==> src/rtl/ram_rd_arb_ctrl.sv <==
// RAM front-end: zero-fill sequencer, write pass-through, round-robin read arbiter.
// Optional macro RAM_RD_ARB_PERR_LOG_EN adds a sticky first-parity-error log.
module ram_rd_arb_ctrl #(
    parameter int NUM_REQ    = 4,
    parameter int DEPTH      = 4,
    parameter int WIDTH      = 32,
    parameter int RD_LATENCY = 2
) (
    input  logic                     clk,
    input  logic                     rst,
    input  logic                     reinit,
    output logic                     init_done,
    input  logic                     wr_en,
    input  logic [DEPTH-1:0]         wr_addr,
    input  logic [WIDTH-1:0]         wr_data,
    output logic                     wr_ready,
    input  logic [NUM_REQ-1:0]       req_valid,
    input  logic [NUM_REQ*DEPTH-1:0] req_addr,
    output logic [NUM_REQ-1:0]       req_ready,
    output logic [NUM_REQ-1:0]       rsp_valid,
    output logic [WIDTH-1:0]         rsp_data,
    output logic                     rsp_perr,
    output logic                     ram_we,
    output logic [DEPTH-1:0]         ram_waddr,
    output logic [WIDTH-1:0]         ram_din,
    output logic                     ram_re,
    output logic [DEPTH-1:0]         ram_raddr,
    input  logic [WIDTH-1:0]         ram_dout,
    input  logic                     ram_perr
`ifdef RAM_RD_ARB_PERR_LOG_EN
    ,
    output logic                       perr_log_vld,
    output logic [DEPTH-1:0]           perr_log_addr,
    output logic [$clog2(NUM_REQ)-1:0] perr_log_id
`endif
);

    localparam int IDW  = $clog2(NUM_REQ);
    localparam int LAST = RD_LATENCY - 1;

    typedef enum logic [1:0] {INIT, RUN, DRAIN} state_t;

    state_t             state;
    state_t             state_next;
    logic [DEPTH-1:0]   init_cnt;
    logic [IDW-1:0]     rr_ptr;
    logic [IDW-1:0]     gnt_id;
    logic               gnt_any;
    logic [NUM_REQ-1:0] gnt_vec;
    logic               pipe_busy;

    logic               pipe_vld  [RD_LATENCY];
    logic [IDW-1:0]     pipe_id   [RD_LATENCY];
`ifdef RAM_RD_ARB_PERR_LOG_EN
    logic [DEPTH-1:0]   pipe_addr [RD_LATENCY];
`endif

    // Round-robin search starting at rr_ptr, wrapping past the top requester
    always_comb begin
        int j;
        j       = 0;
        gnt_any = 1'b0;
        gnt_id  = '0;
        for (int k = 0; k < NUM_REQ; k++) begin
            j = int'(rr_ptr) + k;
            if (j >= NUM_REQ) j = j - NUM_REQ;
            if (!gnt_any && req_valid[j]) begin
                gnt_any = 1'b1;
                gnt_id  = IDW'(j);
            end
        end
        gnt_vec = gnt_any ? (NUM_REQ'(1) << gnt_id) : '0;
    end

    // Any read still travelling through the tag pipeline
    always_comb begin
        pipe_busy = 1'b0;
        for (int i = 0; i < RD_LATENCY; i++) pipe_busy = pipe_busy | pipe_vld[i];
    end

    // Next-state and RAM/user port steering per state
    always_comb begin
        state_next = state;
        init_done  = 1'b0;
        wr_ready   = 1'b0;
        req_ready  = '0;
        ram_we     = 1'b0;
        ram_waddr  = '0;
        ram_din    = '0;
        ram_re     = 1'b0;
        ram_raddr  = '0;
        unique case (state)
            INIT: begin
                ram_we    = 1'b1;
                ram_waddr = init_cnt;
                if (init_cnt == '1) state_next = RUN;
            end
            RUN: begin
                init_done = 1'b1;
                wr_ready  = 1'b1;
                ram_we    = wr_en;
                ram_waddr = wr_addr;
                ram_din   = wr_data;
                req_ready = gnt_vec;
                ram_re    = gnt_any;
                ram_raddr = req_addr[int'(gnt_id)*DEPTH +: DEPTH];
                if (reinit) state_next = DRAIN;
            end
            DRAIN: begin
                if (!pipe_busy) state_next = INIT;
            end
            default: state_next = INIT;
        endcase
    end

    // State, fill counter and arbitration pointer
    always_ff @(posedge clk) begin
        if (rst) begin
            state    <= INIT;
            init_cnt <= '0;
            rr_ptr   <= '0;
        end else begin
            state <= state_next;
            if (state == INIT) init_cnt <= init_cnt + DEPTH'(1);
            else               init_cnt <= '0;
            if (ram_re) begin
                if (gnt_id == IDW'(NUM_REQ - 1)) rr_ptr <= '0;
                else                             rr_ptr <= gnt_id + IDW'(1);
            end
        end
    end

    // Tag pipeline tracking each read through the RAM latency
    always_ff @(posedge clk) begin
        if (rst) begin
            for (int i = 0; i < RD_LATENCY; i++) begin
                pipe_vld[i] <= 1'b0;
                pipe_id[i]  <= '0;
`ifdef RAM_RD_ARB_PERR_LOG_EN
                pipe_addr[i] <= '0;
`endif
            end
        end else begin
            pipe_vld[0] <= ram_re;
            pipe_id[0]  <= gnt_id;
`ifdef RAM_RD_ARB_PERR_LOG_EN
            pipe_addr[0] <= ram_raddr;
`endif
            for (int i = 1; i < RD_LATENCY; i++) begin
                pipe_vld[i] <= pipe_vld[i-1];
                pipe_id[i]  <= pipe_id[i-1];
`ifdef RAM_RD_ARB_PERR_LOG_EN
                pipe_addr[i] <= pipe_addr[i-1];
`endif
            end
        end
    end

    assign rsp_valid = pipe_vld[LAST] ? (NUM_REQ'(1) << pipe_id[LAST]) : '0;
    assign rsp_data  = ram_dout;
    assign rsp_perr  = pipe_vld[LAST] & ram_perr;

`ifdef RAM_RD_ARB_PERR_LOG_EN
    // Sticky capture of the first errored response, cleared on re-fill
    always_ff @(posedge clk) begin
        if (rst || (state == DRAIN && state_next == INIT)) begin
            perr_log_vld  <= 1'b0;
            perr_log_addr <= '0;
            perr_log_id   <= '0;
        end else if (rsp_perr && !perr_log_vld) begin
            perr_log_vld  <= 1'b1;
            perr_log_addr <= pipe_addr[LAST];
            perr_log_id   <= pipe_id[LAST];
        end
    end
`endif

endmodule

==> config.mk <==
export PLATFORM = sky130hd
export DESIGN_NAME = ram_rd_arb_ctrl
export DESIGN_NICKNAME = d
export VERILOG_FILES = /design/src/rtl/ram_rd_arb_ctrl.sv
export SDC_FILE = /design/constraint.sdc
export NUM_CORES = 1
export LEC_CHECK = 0
export CORE_ASPECT_RATIO = 1.25
export CORE_MARGIN = 2
export CORE_UTILIZATION = 22
export CTS_BUF_LIST = sky130_fd_sc_hd__clkbuf_4 sky130_fd_sc_hd__clkbuf_8 sky130_fd_sc_hd__clkbuf_16
export DETAILED_ROUTE_END_ITERATION = 12
export MAX_ROUTING_LAYER = met4
export PLACE_DENSITY = 0.73
export SYNTH_ARGS = -nofsm -noshare
export SYNTH_HDL_FRONTEND = slang
export SYNTH_SLANG_ARGS = --single-unit
==> constraint.sdc <==
create_clock -name clk -period 1.5 [get_ports clk]
set_input_delay 0.15 -clock clk [delete_from_list [all_inputs] [get_ports clk]]
set_output_delay 0.15 -clock clk [all_outputs]
set_load 0.03 [all_outputs]
Yosys cells after proc, flatten, opt, wreduce, memory -nomap -nowiden
Memories as Yosys holds them, arrays and structs flattened.
Index checks and enable logic that the tools add are counted.
{"block": "totals", "input_bits": 93, "ramBits": 6, "memories": 2, "wordCells": 93, "reg_bits": 8, "out_inout_bits": 85}
{"block": "classes", "n_mux": 45, "eq_ne": 7, "reduce_logical": 9, "addsub": 9, "shift": 3, "n_bitwise": 7, "order_cmp": 8}
{"memory": "pipe_id", "depth": 2, "width": 2, "read_ports": 2, "rd_ports_with_merged_regs": 0, "wr": 2, "line": "53", "text": "logic [IDW-1:0] pipe_id [RD_LATENCY];"}
{"memory": "pipe_vld", "depth": 2, "width": 1, "read_ports": 2, "rd_ports_with_merged_regs": 0, "wr": 2, "line": "52", "text": "logic pipe_vld [RD_LATENCY];"}
{"operator": "$mux W32", "count": 5}
{"operator": "$lt A32 B4 Y1 const B", "count": 4}
{"operator": "$mux W2", "count": 10}
{"operator": "$mux W1", "count": 19}
{"operator": "$mux W4", "count": 4}
{"operator": "$shiftx A16 B5 Y4", "count": 1}
{"operator": "$sub A3 B3 Y4 const B", "count": 3}
{"operator": "$ge A3 B3 Y1 const B", "count": 3}
{"operator": "$bmux W1 S2", "count": 4}
{"operator": "$pmux W4 S2", "count": 1}
{"operator": "$shl A1 B2 Y4 const A", "count": 2}
{"operator": "$add A2 B2 Y3 const B", "count": 2}
{"operator": "$ne A2 B2 Y1 const B", "count": 3}
{"operator": "$pmux W2 S3", "count": 1}
{"operator": "$or A1 B1 Y1", "count": 5}
{"operator": "$add A4 B1 Y4 const B", "count": 1}
{"operator": "$eq A2 B2 Y1 const B", "count": 2}
{"operator": "$eq A4 B4 Y1 const B", "count": 1}
{"operator": "$sub A2 B3 Y4 const B", "count": 1}
{"operator": "$add A2 B1 Y3 const B", "count": 1}
{"operator": "$ge A2 B3 Y1 const B", "count": 1}
{"operator": "$logic_and A1 B1 Y1", "count": 3}
{"operator": "$logic_not A1 Y1", "count": 3}
{"operator": "$reduce_and A3 Y1", "count": 1}
{"operator": "7 further kinds", "count": 7}

Depth between registers and ports, before layout
{"block": "depth", "word_depth": 18, "ltp_mapped": 8, "depth_no_buf": 7}

Worst setup path before layout
OpenSTA, ideal clock, no wires.
{"block": "synth_path", "kind": "flip-flop to output port", "start": "register rr_ptr[0]", "end": "output req_ready[0]", "stages_incl_launch_ff": 6, "setup_slack_ns": -0.306, "t_arrival_ns": 1.656, "t_required_ns": 1.350, "path_buffers": 1, "path_cell_list": "dfxtp_1 and2b_1 o31ai_4 buf_6 inv_2 nor3_1"}
{"block": "synth_between", "elab_chain_cells": 18, "word_cells_on_any_way": 44, "cone_classes": "add/sub: 7; order compare: 4; shift: 1; mux: 26; reduce/logical: 6"}
{"element": "start, declared", "line": "46", "text": "logic [IDW-1:0] rr_ptr;"}
{"element": "start signal, assigned", "line": "128", "text": "else rr_ptr <= gnt_id + IDW'(1);"}
{"element": "branches (longest 16 deep; another with $sub A3 B3 Y4)"}
{"element": "$mux W4 *", "line": "72", "text": "gnt_vec = gnt_any ? (NUM_REQ'(1) << gnt_id) : '0;"}
{"element": "$mux W4 *", "line": "92", "text": "unique case (state)"}
{"element": "end, declared", "line": "19", "text": "output logic [NUM_REQ-1:0] req_ready,"}
Every way passes the cells marked *. The select of a mux whose other input is x is not followed.

Worst setup path in the final report
{"block": "layout_path", "start": "register rr_ptr[0]", "end": "output ram_raddr[1]"}
{"block": "layout_between", "elab_chain_cells": 17, "word_cells_on_any_way": 42, "cone_classes": "add/sub: 7; order compare: 4; shift: 1; mux: 24; reduce/logical: 6"}
{"element": "branches (longest 14 deep; another with $sub A3 B3 Y4)"}
{"element": "$mux W2 *", "line": "67", "text": "if (!gnt_any && req_valid[j]) begin"}
{"element": "$shiftx A16 B5 Y4 *", "line": "106", "text": "ram_raddr = req_addr[int'(gnt_id)*DEPTH +: DEPTH];"}
{"element": "$mux W4 *", "line": "92"}
{"element": "end, declared", "line": "27", "text": "output logic [DEPTH-1:0] ram_raddr,"}
Marks and branches as above.

==> results.txt <==
----------------------------------------------------
[Global route]
  Global-route total usage across every layer ... 0.1274
  Via count of the first global-routing pass ... 1437
  Initial antenna violation count ... 0
  Remaining global-route overflow ... 0
  Largest net degree at the start of global routing ... 27
  Global-route wire length before repair ... 6368 um

[Drt]
  Starting DRC count in detailed routing ... 33
  Total Wirelength ... 4615 um
  Vias ... 1478
  Count of TritonRoute iterations in the first routing pass ... 4
  Count of antenna-violating nets left after detailed routing ... 0
  Wire length per cell ... 13.45 um
  DRC ... 0
  Via density per instance ... 4.309

[STA]
  Fin Clk Skew ... 0.0003698 ns
  Final TNS setup ... -4.129 ns
  FMAX ... 510.2 MHz
  Headroom to the max-slew limit ... 0.7985
  Final setup fails ... 33
  Hold_ws ... 0.3000 ns
  Least-Margin Pin Slew ... 0.3034 ns
  Setup repair after global routing missed its margin ... yes
  Fin worst setup slack ... -0.4601 ns
  Hold violation total from the final report ... 0
  Final period utilization ... 1.307
  Final count of pins violating max slew ... 0
  Min cycle time layout ... 1.960 ns

[Pwr]
  P_int ... 858.7 uW
  Relative contribution of the clock network to total power ... 0.321
  Worst vdd ir ... 0.0002769 V
  Sequential power share ... 0.346
  Power spent charging and discharging nets ... 272.6 uW
  Power share of the combinational group ... 0.334
  Switch share ... 0.2410
  Power per Cell Area ... 380.4 nW/um^2
  Static Leakage ... 0.001307 uW

[Yosys]
  Register bit total from synthesis ... 14
  Count of cell types in the netlist ... 33
  Mapped Nets ... 261
  Sequential fraction of the synthesis area ... 0.2185
  Post-Syn Area ... 1282 sq um
  Number of synthesis warnings ... 0
  Average size of a mapped cell ... 7.726 sq um
  Number of instances in the synthesized netlist ... 166

[Worst setup path]
  Worst path slowest cell ... sky130_fd_sc_hd__dfxtp_2
  R2R Path Start ... rr_ptr[0]
  Crit path max fanout ... 5
  Critical path startpoint category ... flop
  Ordered cell list for the critical path ... and2b_2 > o31ai_4 > buf_12 > buf_12 > mux2i_4 > o22ai_4 > buf_6
  Worst path max stage delay ... 0.34 ns
  Reg-to-reg setup timing slack ... -0.12 ns
  Data arrival time at the worst-slack endpoint ... 1.81 ns
  Data required time at the worst endpoint ... 1.35 ns
  Crit path kind ... flop to output port
  Length in cells of the worst reg-to-reg path ... 8
  Crit path launch ... rr_ptr[0]
  Crit-path most repeated cell ... sky130_fd_sc_hd__buf_12
  Crit path capture type ... output port
  Critical path capture point ... ram_raddr[1]
  Capturing point of the worst reg2reg path ... rr_ptr[1]

[Die]
  Initial cell density of the core ... 0.2249
  Core region area ... 5702 sq um
  Vertical die dimension ... 89.37 um
  Num ports ... 178
  Area of the die ... 6460 sq um
  Horiz. Die Dim ... 72.29 um
  Number of placement rows ... 31

[CTS]
  Clock transition at the registers of the reported paths ... 0.06 ns
  Clock tree from TritonCTS ... done
  Clock latency at the later pin of the worst-skew pair ... 0.24 ns
  Clock net sink count ... 14
  Maximum buffer depth of the clock tree ... 2
  Cts hold-fix bufs ... 0
  Number of buffers inserted during clock tree synthesis ... 3
  CTS Root Cell ... sky130_fd_sc_hd__clkbuf_8
  Clock H-tree levels ... 1

[Hold path]
  Worst hold path class ... input pin to output port

[Layout]
  Antenna cells ... 0
  Most common cell after layout, fill and taps aside ... sky130_fd_sc_hd__clkdlybuf4s50_1
  Commonest cells after routing, fill and taps aside ... 56 x sky130_fd_sc_hd__clkdlybuf4s50_1, 43 x sky130_fd_sc_hd__buf_6, 32 x sky130_fd_sc_hd__buf_4, 25 x sky130_fd_sc_hd__and2_4, 16 x sky130_fd_sc_hd__nor2_1
  Net total in the final layout ... 373
  Fraction of layout instances using a drive strength above 1 ... 0.5668
  Area delta synth->final ... 131.9%
  Layout Cell Area excl Fill ... 2974 sq um

[Placement]
  Final HPWL from detailed placement ... 3295 um
  GP Congestion ... 0.7292
  Total of buffers placed on input and output ports ... 113
  Placed instance area ... 2394 sq um

[Flow run]
  Maximum capacitance violations ... 0

[Run status]
  Failing checks ... negative setup slack
  Result of the run ... finished with violations

----------------------------------------------------
-- kinds of logic (layout without fill, tap and decap cells) --
kind of cell	Yosys count	after routing	share of synthesized area
adder cells (fa/ha/maj)	2	2	0.01951
XOR/XNOR	2	2	0.01366
AO/OA/AOI/OAI	15	15	0.09268
flip-flops	14	14	0.2185
multiplexers	13	13	0.1024
buffers and inverters	48	159	0.2459
AND/OR/NAND/NOR	72	72	0.3073
-- critical path: cells and delay by family (launching register included) --
kind | cells | cell delay, ns
AO/OA/AOI/OAI | 2 | 0.32
flip-flops | 1 | 0.34
buffers and inverters | 3 | 0.42
multiplexers | 1 | 0.24
AND/OR/NAND/NOR | 1 | 0.24
-- state kept, by name, indices dropped and copies added, names as in the netlist --
signal    flops
pipe_id       4
pipe_vld      2
init_cnt      4
rr_ptr        2
state         2
-- power by group through the flow --
stage	logic [uW]	registers (uW)	clock network (uW)
3_5_place_dp	300	400	0
2_1_floorplan	257	398	0
5_1_grt	399	393	386
4_1_cts	367	392	366
6_report	377	391	363
3_3_place_gp	297	399	0
-- layout make-up --
class                      instances  area [sq um]
tap                               66         82.58
sequential                        14         284.0
clock buffer                       4         55.05
timing repair buffer             148          1533
fill                             518          2728
inverter                           7         28.78
multi-input combinational        104         991.0
-- synth_stat cells, drive strengths merged --
library cell / instances / share of area
o221ai: 1 / 0.0068
dfxtp: 14 / 0.22
o41ai: 1 / 0.013
o22ai: 4 / 0.020
and3: 1 / 0.0049
nand2: 5 / 0.015
nor2b: 6 / 0.029
nand3: 2 / 0.0078
a211oi: 1 / 0.0059
nor2: 17 / 0.050
a21oi: 3 / 0.012
o21ai: 2 / 0.0078
or3: 1 / 0.0049
and2b: 1 / 0.0059
nor3: 3 / 0.012
clkbuf: 4 / 0.012
nor3b: 1 / 0.0059
a21boi: 1 / 0.0059
mux2: 1 / 0.0088
inv: 7 / 0.020
xor2: 1 / 0.0068
and2: 34 / 0.17
ha: 2 / 0.020
o31ai: 1 / 0.017
buf: 37 / 0.21
mux2i: 12 / 0.094
and3b: 1 / 0.0068
a22oi: 1 / 0.0059
xnor2: 1 / 0.0068
-- stage by stage --
step | setup WS (ns) | instances | total power (uW) | utilization
6_report | -0.4601 | 343 | 1131 | 0.5216
5_1_grt | -0.5128 | 343 | 1178 | 0.5216
4_1_cts | -0.4750 | 333 | 1125 | 0.4773
3_5_place_dp | -0.5450 | 323 | 700.2 | 0.4198
3_3_place_gp | -0.5041 | 323 | 696.1 | 0.4198
2_1_floorplan | -0.07495 | 166 | 655.1 | -
-- how the worst min path moves through the flow --
stage	startpoint	to	slack, ns	cells after the start
after global routing	ram_dout[8]	rsp_data[8]	0.30	0
final	ram_dout[0]	rsp_data[0]	0.30	0
after floorplan	reinit	state[1]	0.31	2
after CTS	ram_dout[29]	rsp_data[29]	0.30	0
after detailed placement	ram_dout[29]	rsp_data[29]	0.30	0
after global placement	ram_dout[29]	rsp_data[29]	0.30	0
-- per-layer routing --
metal | GRT usage | vias to the layer above | part of all wire
li1 | - | 728 | -
met1 | 0.1287 | 655 | 0.34
met2 | 0.2269 | 73 | 0.55
met3 | 0.02142 | 22 | 0.072
met4 | 0.08062 | 0 | 0.031
met5 | - | - | 0
-- repair_timing --
item                                    in CTS  in global routing
buffers inserted                             6                  7
gates cloned                                 0                  3
endpoints found under the setup margin      40                 43
endpoints found under the hold margin        0                  0
pin swaps                                    7                 21
gates resized for setup                     58                 59
No activity file was read; power rests on OpenSTA's default activity.
